==> config.mk <==
export PLATFORM = sky130hd
export DESIGN_NAME = accu_grp
export DESIGN_NICKNAME = d
export VERILOG_FILES = /design/src/rtl/accu_grp.sv
export SDC_FILE = /design/constraint.sdc
export NUM_CORES = 1
export LEC_CHECK = 0
export ABC_AREA = 1
export CELL_PAD_IN_SITES_DETAIL_PLACEMENT = 1
export CELL_PAD_IN_SITES_GLOBAL_PLACEMENT = 1
export CORE_AREA = 2 2 68 70
export CTS_BUF_LIST = sky130_fd_sc_hd__clkbuf_4 sky130_fd_sc_hd__clkbuf_8 sky130_fd_sc_hd__clkbuf_16
export CTS_CLUSTER_DIAMETER = 120
export DETAILED_ROUTE_END_ITERATION = 10
export DIE_AREA = 0 0 70 72
export GPL_ROUTABILITY_DRIVEN = 0
export MAX_ROUTING_LAYER = met4
export PLACE_DENSITY = 0.92
export SLEW_MARGIN = 20
export SYNTH_ARGS = -nofsm -noshare
export SYNTH_HDL_FRONTEND = slang
export SYNTH_SLANG_ARGS = --single-unit
==> constraint.sdc <==
create_clock -name clk -period 6 [get_ports clk]
set_input_delay 0.9 -clock clk [delete_from_list [all_inputs] [get_ports clk]]
set_output_delay 0.9 -clock clk [all_outputs]
set_load 0.03 [all_outputs]
==> src/rtl/accu_grp.sv <==
// Group accumulator: sums every GROUP_N accepted samples, or a shorter group on flush, and
// presents each sum through a registered valid/ready output stage.
module accu_grp #(
    parameter int unsigned DATA_W  = 8,
    parameter int unsigned GROUP_N = 4,
    parameter int unsigned OUT_W   = DATA_W + $clog2(GROUP_N),
    parameter int unsigned CNT_W   = $clog2(GROUP_N + 1)
) (
    input  logic              clk,
    input  logic              rst_n,
    input  logic [DATA_W-1:0] data_in,
    input  logic              valid_in,
    output logic              ready_a,
    input  logic              flush,
    input  logic              ready_b,
    output logic              valid_out,
    output logic [OUT_W-1:0]  data_out,
    output logic [CNT_W-1:0]  cnt_out
);

    localparam logic [CNT_W-1:0] LastIdx = CNT_W'(GROUP_N - 1);

    logic [OUT_W-1:0] acc_q;
    logic [CNT_W-1:0] count_q;

    logic             accept;
    logic             close;
    logic [OUT_W-1:0] sum;
    logic [CNT_W-1:0] cnt_next;

    // acc_q is always zero whenever count_q is zero, so the first sample needs no special case.
    always_comb begin
        ready_a  = rst_n & (~valid_out | ready_b);
        accept   = valid_in & ready_a;
        sum      = acc_q + (accept ? OUT_W'(data_in) : '0);
        cnt_next = count_q + CNT_W'(accept);
        close    = (accept & (count_q == LastIdx)) | (flush & ready_a & (cnt_next != '0));
    end

    always_ff @(posedge clk or negedge rst_n) begin
        if (!rst_n) begin
            acc_q     <= '0;
            count_q   <= '0;
            valid_out <= 1'b0;
            data_out  <= '0;
            cnt_out   <= '0;
        end else if (close) begin
            // A close wins over a simultaneous drain: the new sum replaces the old one.
            data_out  <= sum;
            cnt_out   <= cnt_next;
            valid_out <= 1'b1;
            acc_q     <= '0;
            count_q   <= '0;
        end else begin
            if (accept) begin
                acc_q   <= sum;
                count_q <= cnt_next;
            end
            if (valid_out && ready_b) begin
                valid_out <= 1'b0;
            end
        end
    end

endmodule

# After elaboration in Yosys (flattened, before gate mapping)
# Cells that the tools add are included.
[totals] inputBits=13 output_inout_bits=15 reg_bits=27
[classes] n_reduce_logical=4 n_mux=7 n_addsub=2 n_bitwise=8 n_eq_ne=1
[ops] op="$mux W10" n=2
[ops] op="$add A10 B8 Y10" n=1
[ops] op="$mux W8" n=1
[ops] op="$mux W3" n=2
[ops] op="$and A1 B1 Y1" n=5
[ops] op="$reduce_bool A2 Y1" n=2
[ops] op="$add A3 B1 Y3" n=1
[ops] op="$eq A3 B2 Y1 const B" n=1
[ops] op="$reduce_bool A3 Y1" n=1
[ops] op="$mux W1" n=2
[ops] op="$or A1 B1 Y1" n=2
[ops] op="$logic_and A1 B1 Y1" n=1
[ops] op="$not A1 Y1" n=1

# Depth between registers and ports, before layout
# Gate-level depths: netlist of run 1.
[logic_depth] ltp_word=9 ltp_mapped=16 ltp_nobuf=16

# Least setup slack after synthesis of run 1
# OpenSTA, ideal clock, no wires.
[synth_path] kind="input to register" from="input ready_b" to="register data_out[8]" required_time_ns=5.883 arrival_time_ns=2.478 path_buffers=0 setup_time_ns=0.117 path_stages=15 setup_slack_ns=3.405 path_cell_list="inv_1 > nand2_2 > nand2_4 > nor2_8 > inv_2 > nor2_1 > ha_1 > inv_1 > fa_1 > o21ai_2 > nand2_1 > nand3_1 > nand2_1 > nand2_1 > nand2_1"
[synth_between] elab_chain_len=7 elab_cells_between_ends=11 classes_between="add/sub: 2; mux: 1; bitwise: 7; reduce/logical: 1"
[synth_rtl] item="start: declaration" line="15" text="input logic ready_b,"
[synth_rtl] item="$or A1 B1 Y1 (*)" line="33" text="ready_a = rst_n & (~valid_out | ready_b);"
[synth_rtl] item="$and A1 B1 Y1 (*)" line="33"
[synth_rtl] item="$and A1 B1 Y1" line="34" text="accept = valid_in & ready_a;"
[synth_rtl] item="$add A3 B1 Y3" line="36" text="cnt_next = count_q + CNT_W'(accept);"
[synth_rtl] item="$reduce_bool A3 Y1" line="37" text="close = (accept & (count_q == LastIdx)) | (flush & ready_a & (cnt_next != '0));"
[synth_rtl] item="$and A1 B1 Y1" line="37"
[synth_rtl] item="$or A1 B1 Y1" line="37"
[synth_rtl] item="end signal: assignment" line="49" text="data_out <= sum;"
[synth_rtl] item="end: declaration" line="17" text="output logic [OUT_W-1:0] data_out,"
# Mark *: on every way between the ends. The rest lies on a longest branch, timed or not.
# A chain may end at the register's enable or synchronous reset.

# Worst setup path after layout of run 1
[layout_path] from="input rst_n" to="output ready_a"
[layout_between] elab_chain_len=1
[layout_rtl] item="start: declaration" line="10" text="input logic rst_n,"
[layout_rtl] item="$and A1 B1 Y1" line="33"
[layout_rtl] item="end: declaration" line="13" text="output logic ready_a,"
# Every way passes these cells.

==> results of run 1 <==
cell families (layout without fill, tap and decap cells):
kind of cell / count (synthesis) / in the layout / share of synthesized area, %
AOI/OAI and AO/OA: 12 / 12 / 4.667
buffers and inverters: 36 / 64 / 9.704
and+or+nand+nor: 138 / 138 / 35.48
DFF: 27 / 27 / 40.00
adders and majority gates: 11 / 11 / 8.593
xor gates and xnor gates: 3 / 3 / 1.556
cell type report:
cell class / count / area [µm²] / share of cell area (%)
Tap cell: 52 / 65.06 / 3.190
Sequential cell: 27 / 675.6 / 33.13
Inverter: 32 / 122.6 / 6.012
Clock buffer: 4 / 48.80 / 2.393
Timing Repair Buffer: 28 / 277.8 / 13.62
Multi-Input combinational cell: 164 / 849.6 / 41.66
final timing paths:
check	cells after the start	slack (ns)	start	to
worst max-delay path	5	2.53	rst_n	ready_a
worst min-delay path	2	0.49	cnt_out[1]$_DFFE_PN0P_	cnt_out[1]$_DFFE_PN0P_
worst max register to register	12	3.53	valid_out$_DFFE_PN0P_	count_q[2]$_DFFE_PN0P_
worst min register to register	2	0.49	cnt_out[1]$_DFFE_PN0P_	cnt_out[1]$_DFFE_PN0P_
max in group asynchronous	2	4.73	rst_n	data_out[2]$_DFFE_PN0P_
min in group asynchronous	2	1.00	rst_n	data_out[7]$_DFFE_PN0P_
through the flow:
stage / cells / instance area [µm²] / hold WS (ns)
4_1_cts: 307 / 2039 / 0.4903
3_5_place_dp: 303 / 1991 / 0.4663
2_1_floorplan: 227 / 1689 / 0.4483
6_report: 307 / 2039 / 0.4882
5_1_grt: 307 / 2039 / 0.5223
3_3_place_gp: 303 / 1991 / 0.4581
routing by layer:
layer | up-vias | global-route usage [%] | wire length (µm)
li1 | 745 | - | -
met1 | 720 | 22.88 | 1955
met2 | 20 | 34.07 | 2090
met3 | 5 | 1.250 | 92
met4 | 0 | 7.265 | 42
met5 | - | - | 0
cell usage after synthesis:
cell type and count:
xor2_1 2, nor2_2 1, nand2_4 2, fa_1 1, nand3_2 2, inv_2 2
buf_4 1, buf_6 3, a21oi_1 3, inv_1 29, ha_1 10, o21bai_1 1
nor2_8 1, nand3_1 11, o21ai_2 3, o21ai_1 2, a21o_1 1, o21ai_0 1
nand4_1 1, dfrtp_1 27, nor2_4 1, inv_4 1, nand2_1 101, nand2_2 4
a21boi_0 1, nor2_1 13, nor3_1 1, xnor2_1 1
worst min-delay path: stages, from the launching register on:
cell and delay, ns:
dfrtp_1 0.36, nand2_1 0.06, nand2_1 0.05
power breakdown:
group          switching, mW  internal (mW)  total (mW)
Sequential            0.0523          0.255       0.307
Clock                 0.0566         0.0522       0.109
Combinational          0.287          0.168       0.455
state kept, by name, indices dropped and copies added, names as in the netlist:
register / count
acc_q: 10
data_out: 10
cnt_out: 3
count_q: 3
valid_out: 1
cells in the final DEF, fill, tap and decap left out, types with 3 or more instances in the layout:
cell / Yosys / routed
clkdlybuf4s50_1: 0 / 27
ha_1: 10 / 10
inv_1: 29 / 29
o21ai_2: 3 / 3
dfrtp_1: 27 / 27
nand2_2: 4 / 4
nand2_1: 101 / 101
a21oi_1: 3 / 3
nor2_1: 13 / 13
clkbuf_8: 0 / 3
nand3_1: 11 / 11
==> results.md, run 1 <==
* Status: complete, no violations
* Crit path required time at 5.10 ns
* Post-route minimum period at 3.472 ns
* Setup CP Type: in -> out
* Post-CTS Resized at 0
* Yosys top cell area share at 40.00%
* Layout fillers at 546
* Hold Vio Cnt, Final at 0
* Final Setup Violations at 0
* Final ANT Viol Nets at 0
* Pre-CTS setup slack at 2.250 ns
* Crit-path cells: clkdlybuf4s50_1 > buf_4 > nand2_4 > inv_2 > clkdlybuf4s50_1
* Port bufs at 27
* Clock sink count at 27
* Final period util at 57.86%
* CP endpoint kind: primary output
* LEAKAGE at 1.137 nW
* Die H at 72 µm
* WL final at 4181 µm
* Syn Area/Cell at 7.441 µm²
* TNS Setup at 0 ns
* Avg Vias per Cell at 4.853
* Maximum VDD drop at 0.2254 mV
* Syn. warnings at 0
* Std cell rows at 24
* Antenna violations before repair at 0
* Worst Setup Slack, final at 2.528 ns
* Hold Crit Class: reg -> reg
* Top cells by area, synth: dfrtp_1, nand2_1, ha_1
* Count of different cell masters after synthesis at 28
* Critical Path Fanout Max at 28
* Dpl hpwl at 3229 µm
* Power Density at 427.2 nW/µm²
* Hold Buf Count CTS at 0
* I/O pin cnt at 28
* DR WL/cell at 13.62 µm
* Width of the die at 70 µm
* Drt drc at 0
* Worst path top cell family by delay: buffers and inverters
* Yosys top cell by area: dfrtp_1
* Slew @ Worst Pin at 0.5185 ns
* CTS Buf Count at 3
* Layout net count at 280
* Power, Total at 871.2 µW
* Root Driver: clkbuf_8
* Post-Syn Nets at 251
* WP data arrival at 2.57 ns
* Area delta synth->final at 20.74%
* Synthesized cell area at 1689 µm²
* Max Cap Viol at 0
* CTS tree: done
* Vias at 1490
* Slew margin rel. at 65.40%
* CP max-delay cell: clkdlybuf4s50_1
* Die area at 5040 µm²
* Cell mode on critical path: clkdlybuf4s50_1
* Drt first pass iters at 4
* Final Util at 47.83%
* Final Max Slew Viols at 0
* Worst-case clock buffer depth at 2
* Synth Instances at 227
* Ratio of cells with drive above 1 in the final layout at 8.627%
* 1st-iter DRT viols at 60
* FF+latch count, synth at 27
* Global-route wire length before repair at 7445 µm
* Htree depth at 1
* Max frequency at 0.2880 GHz
* Buf+Inv Stages, Crit Path at 4
* Antenna cells at 0
* Total GRT Usage at 19.11%
* Worst stage delay on the critical path at 0.66 ns
* Final Skew at 0.001804 ns
* Worst Setup Start Kind: input pin
* Area of the core at 4264 µm²
* RSZ-0062 raised after global routing: false
* Post-CTS Setup Bufs at 0
* Pin count of the biggest net entering global routing at 29
* Grt ovf at 0
* Clock transition at path regs at 0.09 ns
* Worst skew pair latency at 0.27 ns
* Initial Util at 39.61%
* Register area share after synthesis at 40.00%
* Vias in the first global route at 1668
Note: power is estimated with default switching activity, not from simulation.
==> inputs of run 2 (changes only) <==
Settings changed: CORE_AREA 2 2 68 70 to 2 2 74 76, DIE_AREA 0 0 70 72 to 0 0 76 78, PLACE_DENSITY 0.92 to 0.84.
Clock period 6 ns to 3 ns, I/O delays scaled along.
==> run 2 against run 1 <==
Against the previous run: utilization shrank 6.7 points; die area grew 18%; design area grew 1.7%; flip-flop and latch count is the same; sequential share of layout area shrank 0.56 points; non-clock buffer count grew 2; global-route usage shrank 2.4 points; power grew 100%; largest cell class unchanged.
==> results.md, run 2 (synthesized netlist as in run 1, its figures left out) <==
* Power, Total at 1.753 mW (+100%)
* LEAKAGE at 1.147 nW (+0.89%)
* Htree depth at 1 (unchanged)
* Hold Crit Class: reg -> reg
* Layout fillers at 647 (+18%)
* Port bufs at 27 (unchanged)
* WHS Path Cells at 2 (unchanged)
* Die H at 78 µm (+8.3%)
* Area delta synth->final at 22.81%
* Drt drc at 0 (unchanged)
* Pin count of the biggest net entering global routing at 28 (-3.4%)
* Post-CTS Resized at 0 (unchanged)
* Final period util at 86.63%
* Most common cell after layout, fill and taps aside: nand2_1
* DR WL/cell at 13.54 µm (-0.55%)
* Hold Vio Cnt, Final at 0 (unchanged)
* Layout net count at 282 (+0.71%)
* Worst stage delay on the critical path at 0.59 ns (-0.07 ns)
* CP endpoint kind: register
* Root Driver: clkbuf_8
* Std cell rows at 26 (+8.3%)
* Final Skew at 0.008202 ns (+0.006399 ns)
* CP max-delay cell: clkdlybuf4s50_1
* Setup CP Type: in -> reg
* Post-CTS Setup Bufs at 0 (unchanged)
* Worst-case clock buffer depth at 2 (unchanged)
* RSZ-0062 raised after global routing: false
* Dpl hpwl at 3413 µm (+5.7%)
* Die area at 5928 µm² (+18%)
* 1st-iter DRT viols at 44 (-27%)
* Non-filler cells, final at 327 (+6.5%)
* Area of the core at 5042 µm² (+18%)
* Slew margin rel. at 75.92% (+11 points)
* Worst skew pair latency at 0.28 ns (about the same)
* Grt ovf at 0 (unchanged)
* WL final at 4429 µm (+5.9%)
* Post-route minimum period at 2.599 ns
* Hold Buf Count CTS at 0 (unchanged)
* TNS Setup at 0 ns (unchanged)
* Final ANT Viol Nets at 0 (unchanged)
* Clock transition at path regs at 0.10 ns (about the same)
* Cell mode on critical path: nand2_1
* Initial Util at 33.50% (-6.1 points)
* Worst Reg-to-Reg Cells at 15 (+3)
* Avg Vias per Cell at 4.642 (-4.4%)
* Final Max Slew Viols at 0 (unchanged)
* Ratio of cells with drive above 1 in the final layout at 9.728% (+1.1 points)
* Max Cap Viol at 0 (unchanged)
* I/O pin cnt at 28 (unchanged)
* Antenna cells at 0 (unchanged)
* Largest registers: acc_q: 10 flops, data_out: 10 flops
* Total GRT Usage at 16.73% (-2.4 points)
* Global-route wire length before repair at 7790 µm (+4.6%)
* Slew @ Worst Pin at 0.3603 ns (-0.1582 ns)
* Final Setup Violations at 0 (unchanged)
* Power Density at 844.9 nW/µm² (+98%)
* Reg2Reg Setup Slack at 0.70 ns (-2.83 ns)
* Antenna violations before repair at 0 (unchanged)
* Status: complete, no violations
* Dpl cells at 323 (+6.6%)
* Crit-path cells: clkdlybuf4s50_1 > nand2_4 > nor2_8 > inv_2 > nor2_1 > ha_1 > inv_1 > fa_1 > o21ai_2 > nand2_1 > nand2_1 > nand2_1 > nand2_1 > nand2_1 > nand2_1
* Clock sink count at 27 (unchanged)
* Commonest non-fill, non-tap cells in the layout: nand2_1, inv_1, dfrtp_1, clkdlybuf4s50_1, nor2_1
* Max frequency at 0.3848 GHz
* Vias in the first global route at 1690 (+1.3%)
* Crit path required time at 3.22 ns (-1.88 ns)
* Vias at 1518 (+1.9%)
* CTS tree: done
* Worst Setup Start Kind: input pin
* WP data arrival at 2.82 ns (+0.25 ns)
* Maximum VDD drop at 0.5106 mV (+130%)
* CTS Buf Count at 3 (unchanged)
* Width of the die at 76 µm (+8.6%)
* Critical Path Fanout Max at 8 (-71%)
* Drt first pass iters at 4 (unchanged)
-- run 2: cell types whose count changed in the layout (fill, tap and decap cells not counted) --
cell / delta
buf_4: +3
clkdlybuf4s50_1: -1
-- run 2: routing by layer --
layer,vias to the layer above,track usage (%),part of all wire [%]
li1,749,-,-
met1,730,20.36,46
met2,33,28.84,49
met3,6,2.674,3.5
met4,0,4.909,1.7
met5,-,-,0
-- run 2: final cells by class --
cell class / instances / area (µm²) / area share [%]
flip-flops and latches: 27 / 675.6 / 32.57
inverters: 32 / 122.6 / 5.911
well taps: 70 / 87.58 / 4.222
clock buffers: 4 / 48.80 / 2.352
repair buffers: 30 / 290.3 / 13.99
multi-input cells: 164 / 849.6 / 40.95
-- run 2: final timing paths --
check | to | from
max in group asynchronous | acc_q[0]$_DFFE_PN0P_ | rst_n
hold / removal | data_out[2]$_DFFE_PN0P_ | data_out[2]$_DFFE_PN0P_
min in group asynchronous | data_out[0]$_DFFE_PN0P_ | rst_n
setup reg to reg | acc_q[6]$_DFFE_PN0P_ | valid_out$_DFFE_PN0P_
setup / recovery | acc_q[6]$_DFFE_PN0P_ | rst_n
hold reg to reg | data_out[2]$_DFFE_PN0P_ | data_out[2]$_DFFE_PN0P_
-- run 2: per-stage QoR --
step | hold WS, ns | cell area [µm²] | worst slack (ns) | util, %
3_5_place_dp | 0.4644 | 2026 | 0.1076 | 40.17
5_1_grt | 0.5171 | 2074 | 0.2042 | 41.14
3_3_place_gp | 0.4583 | 2026 | 0.1918 | 40.17
6_report | 0.4855 | 2074 | 0.4012 | 41.14
2_1_floorplan | 0.1544 | 1689 | 0.7850 | -
4_1_cts | 0.4913 | 2074 | 0.3797 | 41.14
-- run 2: report_power, final --
part | switching (mW) | internal [mW] | total, mW
sequential | 0.0955 | 0.510 | 0.605
clock | 0.119 | 0.104 | 0.223
combinational | 0.579 | 0.345 | 0.924
-- run 2: worst max-delay path: cells and delay by family --
family          cells  cell delay, ns
compound gates      1            0.21
buf+inv             3            0.76
simple gates        9            0.79
fa+ha+maj           2            0.61
==> inputs of run 3 (changes only) <==
Settings changed: CORE_AREA 2 2 74 76 to 2 2 70 72, DIE_AREA 0 0 76 78 to 0 0 72 74, PLACE_DENSITY 0.84 to 0.88.
Clock period 3 ns to 2.4 ns, I/O delays scaled along.
==> run 3 against run 2 <==
Against the previous run: utilization grew 7.5 points; critical path type unchanged; clock-buffer cell count decreased by 1; register-to-register slack worse by 0.41 ns; global-route usage grew 3.1 points; hold slack got worse by 0.0018 ns; clock skew fell by 0.0014 ns; largest power group unchanged.
==> results.md, run 3 (synthesized netlist as in run 1, its figures left out) <==
* Grt ovf at 0 (unchanged)
* Avg Vias per Cell at 4.781 (+3.0%)
* Global-route wire length before repair at 7879 µm (+1.1%)
* Die area at 5328 µm² (-10%)
* CP endpoint kind: register
* Drt first pass iters at 4 (unchanged)
* Vias in the first global route at 1763 (+4.3%)
* Initial Util at 36.73% (+3.2 points)
* LEAKAGE at 1.244 nW (+8.5%)
* Largest registers: acc_q: 10 flops, data_out: 10 flops
* Worst hold start: data_out[6]$_DFFE_PN0P_
* Final period util at 94.07%
* Commonest non-fill, non-tap cells in the layout: nand2_1, inv_1, dfrtp_1, clkdlybuf4s50_1, buf_4
* Ratio of cells with drive above 1 in the final layout at 17.82% (+8.1 points)
* Hold Vio Cnt, Final at 0 (unchanged)
* Worst Setup Start Kind: input pin
* TNS Setup at 0 ns (unchanged)
* Worst skew pair latency at 0.28 ns (about the same)
* Htree depth at 1 (unchanged)
* Worst Hold Slack at 0.4837 ns (-0.001792 ns)
* Worst-case clock buffer depth at 2 (unchanged)
* Clock transition at path regs at 0.10 ns (about the same)
* Drt drc at 0 (unchanged)
* I/O pin cnt at 28 (unchanged)
* Final Max Slew Viols at 0 (unchanged)
* Worst stage delay on the critical path at 0.45 ns (-0.14 ns)
* Slew margin rel. at 75.32% (-0.60 points)
* Layout net count at 300 (+6.4%)
* Std cell rows at 25 (-3.8%)
* Clock sink count at 27 (unchanged)
* Antenna violations before repair at 0 (unchanged)
* 1st-iter DRT viols at 36 (-18%)
* WL final at 4512 µm (+1.9%)
* Setup CP Type: in -> reg
* Worst path top cell family by delay: simple AND/OR/NAND/NOR gates
* Die H at 74 µm (-5.1%)
* Final Skew at 0.006830 ns (-0.001373 ns)
* Buf+Inv Stages, Crit Path at 5 (+2)
* Dpl hpwl at 3617 µm (+6.0%)
* DR WL/cell at 13.71 µm (+1.3%)
* Maximum VDD drop at 0.5038 mV (-1.3%)
* Post-route minimum period at 2.258 ns
* CP max-delay cell: clkdlybuf4s50_1
* Critical Path Start: ready_b
* Cell mode on critical path: nand2_1
* Most common cell after layout, fill and taps aside: nand2_1
* Max frequency at 0.4429 GHz
* Area of the core at 4598 µm² (-8.8%)
* WP data arrival at 2.43 ns (-0.39 ns)
* Final Setup Violations at 0 (unchanged)
* Status: complete, no violations
* Slew @ Worst Pin at 0.3701 ns (+0.009813 ns)
* Crit path required time at 2.58 ns (-0.64 ns)
* Hold Buf Count CTS at 0 (unchanged)
* Crit-path cells: clkdlybuf4s50_1 > inv_1 > nand2_2 > nand2_4 > nor2_8 > inv_2 > buf_4 > nor2_1 > ha_1 > nand2_1 > inv_1 > nand2_1 > nand2_1 > nand2_1 > nand4_1 > nand3_1 > nand2_1
* Antenna cells at 0 (unchanged)
* Port bufs at 27 (unchanged)
* Critical Path Fanout Max at 4 (-4)
* CTS tree: done
* Worst flop-to-flop path startpoint: valid_out$_DFFE_PN0P_
* CTS Buf Count at 3 (unchanged)
* Root Driver: clkbuf_8
* Hold Crit Class: reg -> reg
* Final ANT Viol Nets at 0 (unchanged)
* Vias at 1573 (+3.6%)
* Area delta synth->final at 32.44%
* RSZ-0062 raised after global routing: false
* Width of the die at 72 µm (-5.3%)
* Post-CTS Setup Bufs at 0 (unchanged)
* Pin count of the biggest net entering global routing at 28 (unchanged)
* Power Density at 1030 nW/µm² (+22%)
* Max Cap Viol at 0 (unchanged)
* Total GRT Usage at 19.87% (+3.1 points)
[run 3: changes by cell type in the layout (fill, tap and decap cells not counted), sizes merged]
| cell | change |
|---|---|
| buf | +18 |
| clkbuf | -1 |
| clkinv | +1 |
[run 3: report_power, final]
part           internal [mW]  total, mW  switching (mW)
registers              0.637      0.755           0.118
logic                  0.532       1.28           0.751
clock network          0.117      0.266           0.149
[run 3: worst register-to-register path, cell delays in order (launching register included)]
cell	delay (ns)
dfrtp_1	0.40
nand2_2	0.10
nand2_4	0.07
nor2_8	0.09
inv_2	0.07
buf_4	0.15
nor2_1	0.09
ha_1	0.28
nand2_1	0.12
inv_1	0.08
nand2_1	0.08
nand2_1	0.06
nand2_1	0.09
nand4_1	0.14
nand3_1	0.13
nand2_1	0.05
[run 3: path summary, 6_finish.rpt]
path	to	slack [ns]	cells after the start
worst max-delay path	data_out[9]$_DFFE_PN0P_	0.14	17
worst min-delay path	data_out[6]$_DFFE_PN0P_	0.48	2
worst max register to register	data_out[9]$_DFFE_PN0P_	0.29	15
worst min register to register	data_out[6]$_DFFE_PN0P_	0.48	2
max in group asynchronous	cnt_out[1]$_DFFE_PN0P_	1.56	2
min in group asynchronous	data_out[6]$_DFFE_PN0P_	0.57	2
[run 3: routing by layer]
metal / vias up / GRT usage, % / part of all wire (%)
li1: 790 / - / -
met1: 755 / 21.54 / 42
met2: 23 / 37.86 / 54
met3: 5 / 2.168 / 2.8
met4: 0 / 6.499 / 1.2
met5: - / - / 0
[run 3: area by class of cell]
class | count | area, µm²
clock buffers | 3 | 41.29
clock inverters | 1 | 5.005
fillers | 577 | 2361
inverters | 32 | 122.6
multi-input cells | 164 | 874.6
flip-flops and latches | 27 | 675.6
well taps | 54 | 67.56
repair buffers | 48 | 450.4
[run 3: what timing repair did]
| action | 4_1_cts | 5_1_grt |
|---|---|---|
| setup endpoints to repair | 0 | 6 |
| gates resized for setup | 0 | 7 |
| hold endpoints to repair | 0 | 0 |
[run 3: metrics by stage]
| stage | area, µm² | setup slack (ns) | std cells | total power [mW] | utilization, % |
|---|---|---|---|---|---|
| final | 2237 | 0.1424 | 329 | 2.304 | 48.65 |
| after global routing | 2237 | 0.002524 | 329 | 2.490 | 48.65 |
| after floorplan | 1689 | 0.1850 | 227 | 1.519 | - |
| after global placement | 2166 | -0.1047 | 325 | 1.984 | 47.10 |
| after detailed placement | 2166 | -0.2386 | 325 | 2.042 | 47.10 |
| after CTS | 2212 | 0.06311 | 329 | 2.325 | 48.11 |
==> edit 1: new RTL, config.mk and constraints of run 3 <==
Put one more register stage on the output `cnt_out`, cleared by the reset. The value now appears one clock later. The other outputs are not delayed to match.
--- a/src/rtl/accu_grp.sv
+++ b/src/rtl/accu_grp.sv
@@ -21,2 +21,4 @@
     localparam logic [CNT_W-1:0] LastIdx = CNT_W'(GROUP_N - 1);
+
+    logic [CNT_W-1:0] cnt_s0;
 
@@ -45,3 +47,3 @@
             data_out  <= '0;
-            cnt_out   <= '0;
+            cnt_s0    <= '0;
         end else if (close) begin
@@ -49,3 +51,3 @@
             data_out  <= sum;
-            cnt_out   <= cnt_next;
+            cnt_s0    <= cnt_next;
             valid_out <= 1'b1;
@@ -64,2 +66,10 @@
 
+    always_ff @(posedge clk or negedge rst_n) begin
+        if (!rst_n) begin
+            cnt_out <= '0;
+        end else begin
+            cnt_out <= cnt_s0;
+        end
+    end
+
 endmodule
Function: changed (a bounded check fails within 4 cycles, from zero or initial values and one cycle with rst_n low).
==> edit 1 against run 3 <==
Core utilization up 3.5 points; power increased by 12%; count of clock-buffer cells in the layout rose by 3; non-clock buffer count rose by 5; sequential cell count up 3; largest cell class unchanged; first-iteration DRC count up 110%; sequential power is 11% higher; setup slack better by 0.018 ns; largest power group unchanged; synthesized area increased by 3.9%; wire length rose by 14%; final area up 7.3%; via count up 5.0%; cell count increased by 2.4%.
==> edit 1: results (changes against run 3) <==
stage	metric	value	unit	change
hold_path	HP Class	in2async		was reg2reg
sta	Final Skew	0.00228	ns	was 0.00683 ns
sta	Worst-Margin Slew	0.397	ns	was 0.370 ns
global_routing	Total GRT Usage	21.0	%	was 19.9%
logic_synthesis	most frequent cells after synthesis	nand2_1, inv_1, dfrtp_1		unchanged
critical_path	crit path DAT	2.47	ns	was 2.43 ns
logic_synthesis	register area share after synthesis	42.8	%	was 40.0%
pwr	LEAKAGE	0.00131	uW	was 0.00124 uW
clock_network	htree depth	2		was 1
layout	share of cells above drive strength 1	19.8	%	was 17.8%
placed_design	post-placement worst setup slack	-0.300	ns	was -0.239 ns
critical_path	worst-path maximum fanout	7		was 4
placed_design	Area after DPL	2240	um2	was 2170 um2
layout	final net count	306		was 300
placed_design	Cells after DPL	328		was 325
clock_network	CTS clk-pin slew, worst paths	0.07	ns	was 0.10 ns
drt	1st-iter DRT viols	76		was 36
logic_synthesis	Mapped Nets	250		was 251
layout	non-filler cells, final	337		was 329
logic_synthesis	Cell variety after synth	25		was 28
run_status	status	complete, no violations		unchanged
pwr	Peak VDD IR	521	uV	was 504 uV
global_routing	pin count of the biggest net entering global routing	31		was 28
logic_synthesis	top cells by area, synth	dfrtp_1, nand2_1, ha_1, inv_1, nand3_1		unchanged
drt	Detailed Route WL	5.13	mm	was 4.51 mm
logic_synthesis	Post-Synthesis Cells	226		was 227
## edit 1: cell types whose count changed after synthesis, sizes merged
cell	run 3	this run
nand2	107	98
o21ai	6	10
dfrtp	27	30
xnor2	1	3
xor2	2	0
inv	32	33
## edit 1: logic make-up after synthesis
family	Yosys count	synth area share (%)
adders and majority gates	11	8.27
buffers and inverters	37	9.77
and+or+nand+nor	129	32.2
xor gates and xnor gates	3	1.50
AOI/OAI and AO/OA	16	5.42
DFF	30	42.8
## edit 1: final timing paths
check	start	to	slack (ns)	cells after the start
min in group clk	cnt_s0[2]	cnt_out[2]	0.38	0
worst min register to register	cnt_s0[2]	cnt_out[2]	0.38	0
max in group asynchronous	rst_n	acc_q[8]	1.73	2
worst max register to register	valid_out	acc_q[6]	0.17	15
worst min-delay path	rst_n	data_out[5]	0.38	2
worst max-delay path	valid_in	acc_q[6]	0.16	15
## edit 1: critical path: cells and delay by family
kind | cells | cell delay [ns]
buf+inv | 4 | 0.65
simple gates | 8 | 0.67
fa+ha+maj | 2 | 0.57
compound gates | 1 | 0.20
## edit 1: per-stage QoR
stage	setup TNS (ns)	power [uW]
floorplan	0	1580
global placement	-2.83	2080
detailed placement	-4.66	2120
CTS	0	2590
global route	0	2770
finish	0	2590
## edit 1: where the power goes
part / internal, uW / switching (uW) / total, uW
Clock: 230 / 206 / 436
Combinational: 556 / 760 / 1320
Sequential: 709 / 130 / 839
Total: 1490 / 1100 / 2590
## edit 1: cell type report
cell class | count | area [um2]
Fill cell | 582 | 2200
Multi-Input combinational cell | 159 | 878
Sequential cell | 30 | 751
Timing Repair Buffer | 53 | 477
Inverter | 33 | 131
Clock buffer | 6 | 82.6
Tap cell | 54 | 67.6
Clock inverter | 2 | 12.5
## edit 1: timing repair
action,CTS,global route
setup buffers,0,1
pin swaps,1,7
endpoints found under the setup margin,5,16
hold buffers,0,0
gates resized for setup,3,12
## edit 1: per-layer routing
layer  track usage [%]  vias up  share of wire, %
met4              9.43        0               2.4
li1                  -      800                 -
met2              35.7       33                52
met5                 -        -                 0
met3              3.66       13               2.8
met1              24.4      805                43
==> edit 2: new RTL, settings of run 3 <==
Without the edit above. Change the parameter `GROUP_N` from 4 to 2.
--- a/src/rtl/accu_grp.sv
+++ b/src/rtl/accu_grp.sv
@@ -4,3 +4,3 @@
     parameter int unsigned DATA_W  = 8,
-    parameter int unsigned GROUP_N = 4,
+    parameter int unsigned GROUP_N = 2,
     parameter int unsigned OUT_W   = DATA_W + $clog2(GROUP_N),
Interface: changed (resized cnt_out and data_out); port bits go from 28 to 26. The function was not compared with the original's and may differ.
==> edit 2 against run 3 <==
Sequential cell count is 4 lower; core utilization is 6.2 points lower; non-clock buffer count is 6 lower; synthesized area is 13% lower; critical path depth stayed put; wire length is 13% lower; power is 14% lower; via count is 13% lower; critical path type unchanged; final area is 13% lower; clock power is 5% lower; combinational power is 14% lower; fmax is 1.7% higher; largest cell class unchanged; setup slack better by 0.038 ns; critical endpoint is now acc_q[8].
==> edit 2: results (changes against run 3) <==
stage	metric	value	unit	change
placed_design	DP Wirelength	3.10	mm	was 3.62 mm
global_routing	Total GRT Usage	17.2	%	was 19.9%
global_routing	pin count of the biggest net entering global routing	24		was 28
logic_synthesis	Cell variety after synth	18		was 28
layout	non-filler cells, final	300		was 329
layout	largest registers	acc_q (9), data_out (9)		was acc_q (10), data_out (10)
critical_path	crit path to	acc_q[8]		was data_out[9]
global_routing	vias in the first global route	1473		was 1763
placed_design	Area after DPL	1860	um2	was 2170 um2
global_routing	met3 usage in global routing	1.63	%	was 2.17%
global_routing	global routing usage on met2	29.9	%	was 37.9%
pwr	LEAKAGE	0.00113	uW	was 0.00124 uW
placed_design	post-placement worst setup slack	-0.245	ns	was -0.239 ns
sta	Max Clk Rate	0.450	GHz	was 0.443 GHz
clock_network	CTS clk-pin slew, worst paths	0.08	ns	was 0.10 ns
layout	final net count	270		was 300
pwr	NetSw	847	uW	was 1020 uW
global_routing	first-pass GRT wire length	6.91	mm	was 7.88 mm
critical_path	crit path DAT	2.38	ns	was 2.43 ns
sta	Final Skew	0.00168	ns	was 0.00683 ns
pwr	Peak VDD IR	411	uV	was 504 uV
run_status	status	complete, no violations		unchanged
hold_path	HP Class	in2async		was reg2reg
logic_synthesis	Post-Synthesis Cells	204		was 227
critical_path	worst-path maximum fanout	7		was 4
sta	WHS	0.245	ns	was 0.484 ns
placed_design	port bufs	25		was 27
-- edit 2: area by class of cell --
| type | count | area, um2 |
|---|---|---|
| fill | 584 | 2650 |
| sequential | 23 | 576 |
| inverter | 29 | 111 |
| timing repair buffer | 42 | 378 |
| tap | 54 | 67.6 |
| clock buffer | 4 | 48.8 |
| multi-input combinational | 148 | 771 |
-- edit 2: kinds of logic after synthesis --
| logic type | synth area share (%) |
|---|---|
| AOI/OAI and AO/OA | 0.680 |
| adders and majority gates | 9.01 |
| and+or+nand+nor | 39.0 |
| buffers and inverters | 10.5 |
| xor gates and xnor gates | 1.78 |
| DFF | 39.1 |
-- edit 2: per-layer routing --
metal,vias to the layer above,wire [um]
met1,649,1740
li1,685,-
met4,0,91
met2,21,2000
met3,8,118
met5,-,0
-- edit 2: power groups by stage --
stage	clock, uW	combinational [uW]	sequential, uW
floorplan	0	533	754
global placement	0	1030	632
detailed placement	0	1070	638
CTS	264	1080	634
global route	275	1220	656
finish	252	1100	636
